===== src/rtl/ball_pkg.sv =====
// Shared types and screen/divider constants for the ball direction controller.
package ball_pkg;

  typedef enum logic [1:0] {
    ST_IDLE = 2'd0,
    ST_RUN  = 2'd1,
    ST_LOST = 2'd2
  } ball_state_t;

  localparam int X_MAX_DEF = 639;
  localparam int Y_MAX_DEF = 479;
  localparam int DIV_W     = 24;

endpackage


===== src/rtl/ball_dir_ctrl_step_divider.sv =====
// Step divider: counts 0..div-1 while run is high and emits a one-cycle tick at div-1.
module step_divider
  import ball_pkg::*;
(
  input  logic             clk,
  input  logic             resetn,
  input  logic             run,
  input  logic [DIV_W-1:0] div,
  output logic             tick
);

  logic [DIV_W-1:0] cnt_q, cnt_d;

  // >= rather than == so a shortened period mid-count still wraps immediately
  always_comb begin
    cnt_d = '0;
    tick  = 1'b0;
    if (run) begin
      if (cnt_q >= div - 1'b1) begin
        tick  = 1'b1;
        cnt_d = '0;
      end else begin
        cnt_d = cnt_q + 1'b1;
      end
    end
  end

  always_ff @(posedge clk) begin
    if (!resetn) cnt_q <= '0;
    else         cnt_q <= cnt_d;
  end

endmodule


===== src/rtl/ball_dir_ctrl.sv =====
// Ball direction controller: launch/run/lost FSM, wall/paddle/brick direction updates.
// Optional BALL_SPEEDUP_EN: each paddle hit shortens the step period down to STEP_DIV/4.
module ball_dir_ctrl
  import ball_pkg::*;
#(
  parameter int X_MAX    = X_MAX_DEF,
  parameter int Y_MAX    = Y_MAX_DEF,
  parameter int PADDLE_Y = 460,
  parameter int PADDLE_W = 64,
  parameter int STEP_DIV = 250000
) (
  input  logic       clk,
  input  logic       resetn,
  input  logic       launch,
  input  logic [9:0] ball_x,
  input  logic [9:0] ball_y,
  input  logic [9:0] paddle_x,
  input  logic       brick_hit,
  input  logic       brick_side,
  output logic       move_en,
  output logic       x_du,
  output logic       y_du,
  output logic       ball_lost,
  output logic       running
);

  localparam logic [9:0]       X_LIM    = 10'(X_MAX);
  localparam logic [9:0]       Y_LIM    = 10'(Y_MAX);
  localparam logic [9:0]       PAD_ROW  = 10'(PADDLE_Y - 1);
  localparam logic [10:0]      PAD_W_M1 = 11'(PADDLE_W - 1);
  localparam logic [DIV_W-1:0] DIV_FULL = DIV_W'(STEP_DIV);
`ifdef BALL_SPEEDUP_EN
  localparam logic [DIV_W-1:0] DIV_DEC  = DIV_W'(STEP_DIV / 8);
  localparam logic [DIV_W-1:0] DIV_MIN  = DIV_W'(STEP_DIV / 4);
`endif

  ball_state_t      state_q, state_d;
  logic             x_du_q, x_du_d;
  logic             y_du_q, y_du_d;
  logic [DIV_W-1:0] div_q, div_d;
  logic             paddle_hit;
  logic [10:0]      bx_ext, px_ext;

  // Widened so paddle_x + PADDLE_W - 1 cannot wrap past 1023
  assign bx_ext = {1'b0, ball_x};
  assign px_ext = {1'b0, paddle_x};

  always_comb begin
    state_d    = state_q;
    x_du_d     = x_du_q;
    y_du_d     = y_du_q;
    div_d      = div_q;
    running    = 1'b0;
    ball_lost  = 1'b0;
    paddle_hit = 1'b0;
    unique case (state_q)
      ST_IDLE: begin
        if (launch) begin
          state_d = ST_RUN;
          x_du_d  = 1'b1;
          y_du_d  = 1'b0;
          div_d   = DIV_FULL;
        end
      end
      ST_RUN: begin
        running    = 1'b1;
        paddle_hit = y_du_q && (ball_y == PAD_ROW) &&
                     (bx_ext >= px_ext) && (bx_ext <= px_ext + PAD_W_M1);
        // Walls and paddle override a brick toggle on the same axis
        if (ball_x == 10'd0)                x_du_d = 1'b1;
        else if (ball_x >= X_LIM)           x_du_d = 1'b0;
        else if (brick_hit && brick_side)   x_du_d = ~x_du_q;
        if (ball_y == 10'd0)                y_du_d = 1'b1;
        else if (paddle_hit)                y_du_d = 1'b0;
        else if (brick_hit && !brick_side)  y_du_d = ~y_du_q;
`ifdef BALL_SPEEDUP_EN
        if (paddle_hit)
          div_d = (div_q >= DIV_MIN + DIV_DEC) ? div_q - DIV_DEC : DIV_MIN;
`endif
        if (ball_y >= Y_LIM) state_d = ST_LOST;
      end
      ST_LOST: begin
        ball_lost = 1'b1;
        state_d   = ST_IDLE;
      end
      default: state_d = ST_IDLE;
    endcase
  end

  always_ff @(posedge clk) begin
    if (!resetn) begin
      state_q <= ST_IDLE;
      x_du_q  <= 1'b1;
      y_du_q  <= 1'b0;
      div_q   <= DIV_FULL;
    end else begin
      state_q <= state_d;
      x_du_q  <= x_du_d;
      y_du_q  <= y_du_d;
      div_q   <= div_d;
    end
  end

  step_divider u_step_divider (
    .clk    (clk),
    .resetn (resetn),
    .run    (state_q == ST_RUN),
    .div    (div_q),
    .tick   (move_en)
  );

  assign x_du = x_du_q;
  assign y_du = y_du_q;

endmodule


===== config.mk =====
export PLATFORM = sky130hd
export DESIGN_NAME = ball_dir_ctrl
export DESIGN_NICKNAME = d
export VERILOG_FILES = /design/src/rtl/ball_pkg.sv /design/src/rtl/ball_dir_ctrl_step_divider.sv /design/src/rtl/ball_dir_ctrl.sv
export SDC_FILE = /design/constraint.sdc
export NUM_CORES = 1
export LEC_CHECK = 0
export BUFFER_PORTS_ARGS = -buffer_cell sky130_fd_sc_hd__buf_2
export CAP_MARGIN = 20
export CORE_MARGIN = 2
export CORE_UTILIZATION = 47
export DETAILED_ROUTE_END_ITERATION = 8
export PLACE_DENSITY = 0.7
export SYNTH_ARGS = -nofsm -noshare
export SYNTH_HDL_FRONTEND = slang
export SYNTH_HIERARCHICAL = 1
export SYNTH_SLANG_ARGS = --single-unit

===== constraint.sdc =====
create_clock -name clk -period 4.4 [get_ports clk]
set_clock_uncertainty 0.1 [all_clocks]
set_input_delay 0.44 -clock clk [delete_from_list [all_inputs] [get_ports clk]]
set_output_delay 0.44 -clock clk [all_outputs]
set_load 0.01 [all_outputs]

==> flow_metrics.env <==
export IMPL_r2r_setup_slack_ns=2.20
export IMPL_clkSlewWorstSetupHoldPaths_ns=0.10
export IMPL_wl_per_cell_um=11.8
export IMPL_ys_flop_type="dfxtp_1"
export IMPL_rsz0062_at_grt="no"
export IMPL_cp_data_required_time_ns=3.86
export IMPL_dp_hpwl_um=5440
export IMPL_hold_viol=0
export IMPL_maxCapViolations=0
export IMPL_die_h_um=83.4
export IMPL_grt_usage=0.186
export IMPL_synth_top_area_frac=0.198
export IMPL_worstHoldEndpoint="x_du$_SDFFE_PN1P_"
export IMPL_async_flop_share=0
export IMPL_antenna_found_initial=0
export IMPL_maxSlewViolCount=0
export IMPL_grt_overflow_total=0
export IMPL_netlist_area_um2=2960
export IMPL_setup_violations=0
export IMPL_cts_setup_buffers=0
export IMPL_wl_um=6480
export IMPL_yosysSeqAreaShare=0.189
export IMPL_gp_congestion=0.915
export IMPL_fin_util=0.597
export IMPL_synth_seq_cells=28
export IMPL_yosysUniqueCellTypes=50
export IMPL_endpoint_kind="output port"
export IMPL_dr_pass1_iters=4
export IMPL_syn_avg_cell_area_um2=8.10
export IMPL_path_delay_family="simple AND/OR/NAND/NOR gates"
export IMPL_syn2layout_area_growth_pct=20.6
export IMPL_insertedDiodeCount=0
export IMPL_ys_warn_count=6
export IMPL_viasPerCell=5.16
export IMPL_insertion_delay_ns=0.27
export IMPL_vias=2827
export IMPL_hold_path_cell_count=2
export IMPL_port_buffers=39
export IMPL_initial_core_util=0.495
export IMPL_cts_tree="yes"
export IMPL_cts_sinks=28
export IMPL_p_leak_nw=1.54
export IMPL_ctsResizeCount=0
export IMPL_drt_iter0_drc=133
export IMPL_worst_pin_slew_ns=0.807
export IMPL_postSynthCellCount=366
export IMPL_finalCriticalPeriod_ns=2.97
export IMPL_hold_start="resetn"
export IMPL_vdd_drop_max_v=0.000139
export IMPL_postCtsHoldBufs=0
export IMPL_r2r_cells=7
export IMPL_io_pin_count=40
export IMPL_worst_path_max_fanout=25
export IMPL_slowest_stage="nor3_1"
export IMPL_r2r_end="u_step_divider/cnt_q[22]$_SDFF_PP0_"
export IMPL_hp_class="in2reg"
export IMPL_dieArea_um2=6960
export IMPL_htreeDepth=1
export IMPL_cp_cell_sequence="ha_1, nand4_1, nor3_1, a221oi_1, o31ai_2, buf_4, o21a_1, buf_2"
export IMPL_synth_area_leaders="ha_1 (20%), dfxtp_1 (19%), xnor2_1 (10%)"
export IMPL_drc=0
export IMPL_grt_max_degree=26
export IMPL_powerDensity_nw_per_um2=172
export IMPL_drive_above_1_share=0.121
export IMPL_cp_num_buf_inv=2
export IMPL_grt_pass1_wl_um=11100
export IMPL_cts_root_buf="clkbuf_8"
export IMPL_setup_worst_path_start_class="flip-flop"
export IMPL_fin_crit_sh=0.674
export IMPL_slowest_delay_ns=0.41
export IMPL_final_setup_tns_ns=0
export IMPL_first_global_vias=2548
export IMPL_fmaxAchievable_mhz=337
export IMPL_worstSetupPathType="reg2out"
export IMPL_slew_headroom=0.460
export IMPL_status="finished clean"
export IMPL_ant_nets=0
export IMPL_final_nets=556
export IMPL_rows=28
export IMPL_cts_path_max_buffers=2
export IMPL_die_x_um=83.4
export IMPL_synth_edf_count=0
export IMPL_arrival_ns=2.43
export IMPL_r2r_start="u_step_divider/cnt_q[22]$_SDFF_PP0_"
export IMPL_core_area_um2=5990
export IMPL_timing_hold_ws_ns=0.305
export IMPL_cts_made_buffers=3
export IMPL_synth_area_leader_cell="ha_1"
placed cells by master, fill, tap and decap left out, types with 2 or more instances in the layout:
| master | count |
|---|---|
| nor4_1 | 30 |
| nand3_1 | 17 |
| and2_1 | 3 |
| nor2b_1 | 5 |
| o21ai_0 | 7 |
| xnor2_1 | 35 |
| or3_1 | 2 |
| dfxtp_1 | 28 |
| a31oi_1 | 2 |
| a21oi_1 | 16 |
| and4_1 | 3 |
| nor3_2 | 2 |
| conb_1 | 72 |
| xor2_1 | 16 |
| nand2b_1 | 5 |
| o21a_1 | 2 |
| a41o_1 | 2 |
| nand2_1 | 28 |
| inv_1 | 15 |
| or4_1 | 3 |
| a211o_1 | 2 |
| o21ai_1 | 2 |
| a21boi_0 | 2 |
| nand3b_1 | 2 |
| a211oi_1 | 3 |
| and3_1 | 4 |
| ha_1 | 47 |
| nor2_1 | 19 |
| clkbuf_8 | 3 |
| buf_4 | 2 |
| nor3b_1 | 2 |
| nand4_1 | 13 |
| nor3_1 | 19 |
| and4bb_1 | 2 |
| a21o_1 | 2 |
| buf_2 | 39 |
final cells by class:
cell class | instances | area [um^2]
repair buffers | 41 | 210
clock inverters | 1 | 30.0
well taps | 75 | 93.8
inverters | 16 | 60.1
multi-input cells | 384 | 2580
flip-flops and latches | 28 | 561
clock buffers | 3 | 41.3
fillers | 591 | 2410
flip-flops by register name, summed over array words and instances (netlist names):
signal and flops:
u_step_divider/cnt_q 24, x_du 1, y_du 1, state_q 2
logic make-up (layout without fill, tap and decap cells):
| kind of cell | after synthesis | count (layout) | share of synthesized area |
|---|---|---|---|
| simple gates | 164 | 164 | 0.317 |
| fa+ha+maj | 47 | 47 | 0.198 |
| flops | 28 | 28 | 0.189 |
| xor+xnor | 51 | 51 | 0.151 |
| other cells | 2 | 72 | 0.00253 |
| compound gates | 49 | 49 | 0.108 |
| buf+inv | 24 | 61 | 0.0308 |
| mux | 1 | 1 | 0.00338 |
routing by layer:
metal | GRT usage | vias to the layer above | share of wire
met2 | 0.315 | 35 | 0.47
met3 | 0.0338 | 2 | 0.040
met1 | 0.261 | 1274 | 0.49
li1 | - | 1516 | -
met4 | 0.00733 | 0 | 0.0014
met5 | 0 | - | 0
per-stage QoR:
stage               cell area [um^2]  power [mW]  cells  worst slack [ns]
finish                          3580       0.614    548              1.43
global route                    3580       0.649    548              1.23
CTS                             3580       0.617    548              1.34
detailed placement              3500       0.415    544              1.43
global placement                3500       0.411    544              1.51
floorplan                       3230       0.369    436              1.82
cell usage after synthesis (3+ instances only):
| cell type | number |
|---|---|
| o21ai_0 | 7 |
| and2_1 | 3 |
| and3_1 | 4 |
| nand3_1 | 17 |
| nor2b_1 | 5 |
| inv_1 | 15 |
| nor2_1 | 19 |
| ha_1 | 47 |
| and4_1 | 3 |
| nand2b_1 | 5 |
| dfxtp_1 | 28 |
| nor4_1 | 30 |
| a211oi_1 | 3 |
| xor2_1 | 16 |
| nand4_1 | 13 |
| or4_1 | 3 |
| nand2_1 | 28 |
| clkbuf_1 | 7 |
| xnor2_1 | 35 |
| a21oi_1 | 16 |
| nor3_1 | 19 |
how the worst max path moves through the flow:
stage / end / from / cells past startpoint / slack [ns]
after floorplan: y_du$_SDFFE_PN0P_ / paddle_x[2] / 11 / 1.82
after global placement: y_du$_SDFFE_PN0P_ / paddle_x[2] / 12 / 1.51
after detailed placement: y_du$_SDFFE_PN0P_ / paddle_x[2] / 12 / 1.43
after CTS: move_en / u_step_divider/cnt_q[22]$_SDFF_PP0_ / 8 / 1.34
after global routing: move_en / u_step_divider/cnt_q[22]$_SDFF_PP0_ / 8 / 1.23
final: move_en / u_step_divider/cnt_q[22]$_SDFF_PP0_ / 8 / 1.43
where the power goes:
part	internal (mW)	leakage [nW]	total [mW]	switching, mW
Combinational	0.0675	1.28	0.153	0.0851
Clock	0.122	0.0357	0.202	0.0805
Sequential	0.256	0.226	0.259	0.00291
Note: power is estimated with default switching activity, not from simulation.
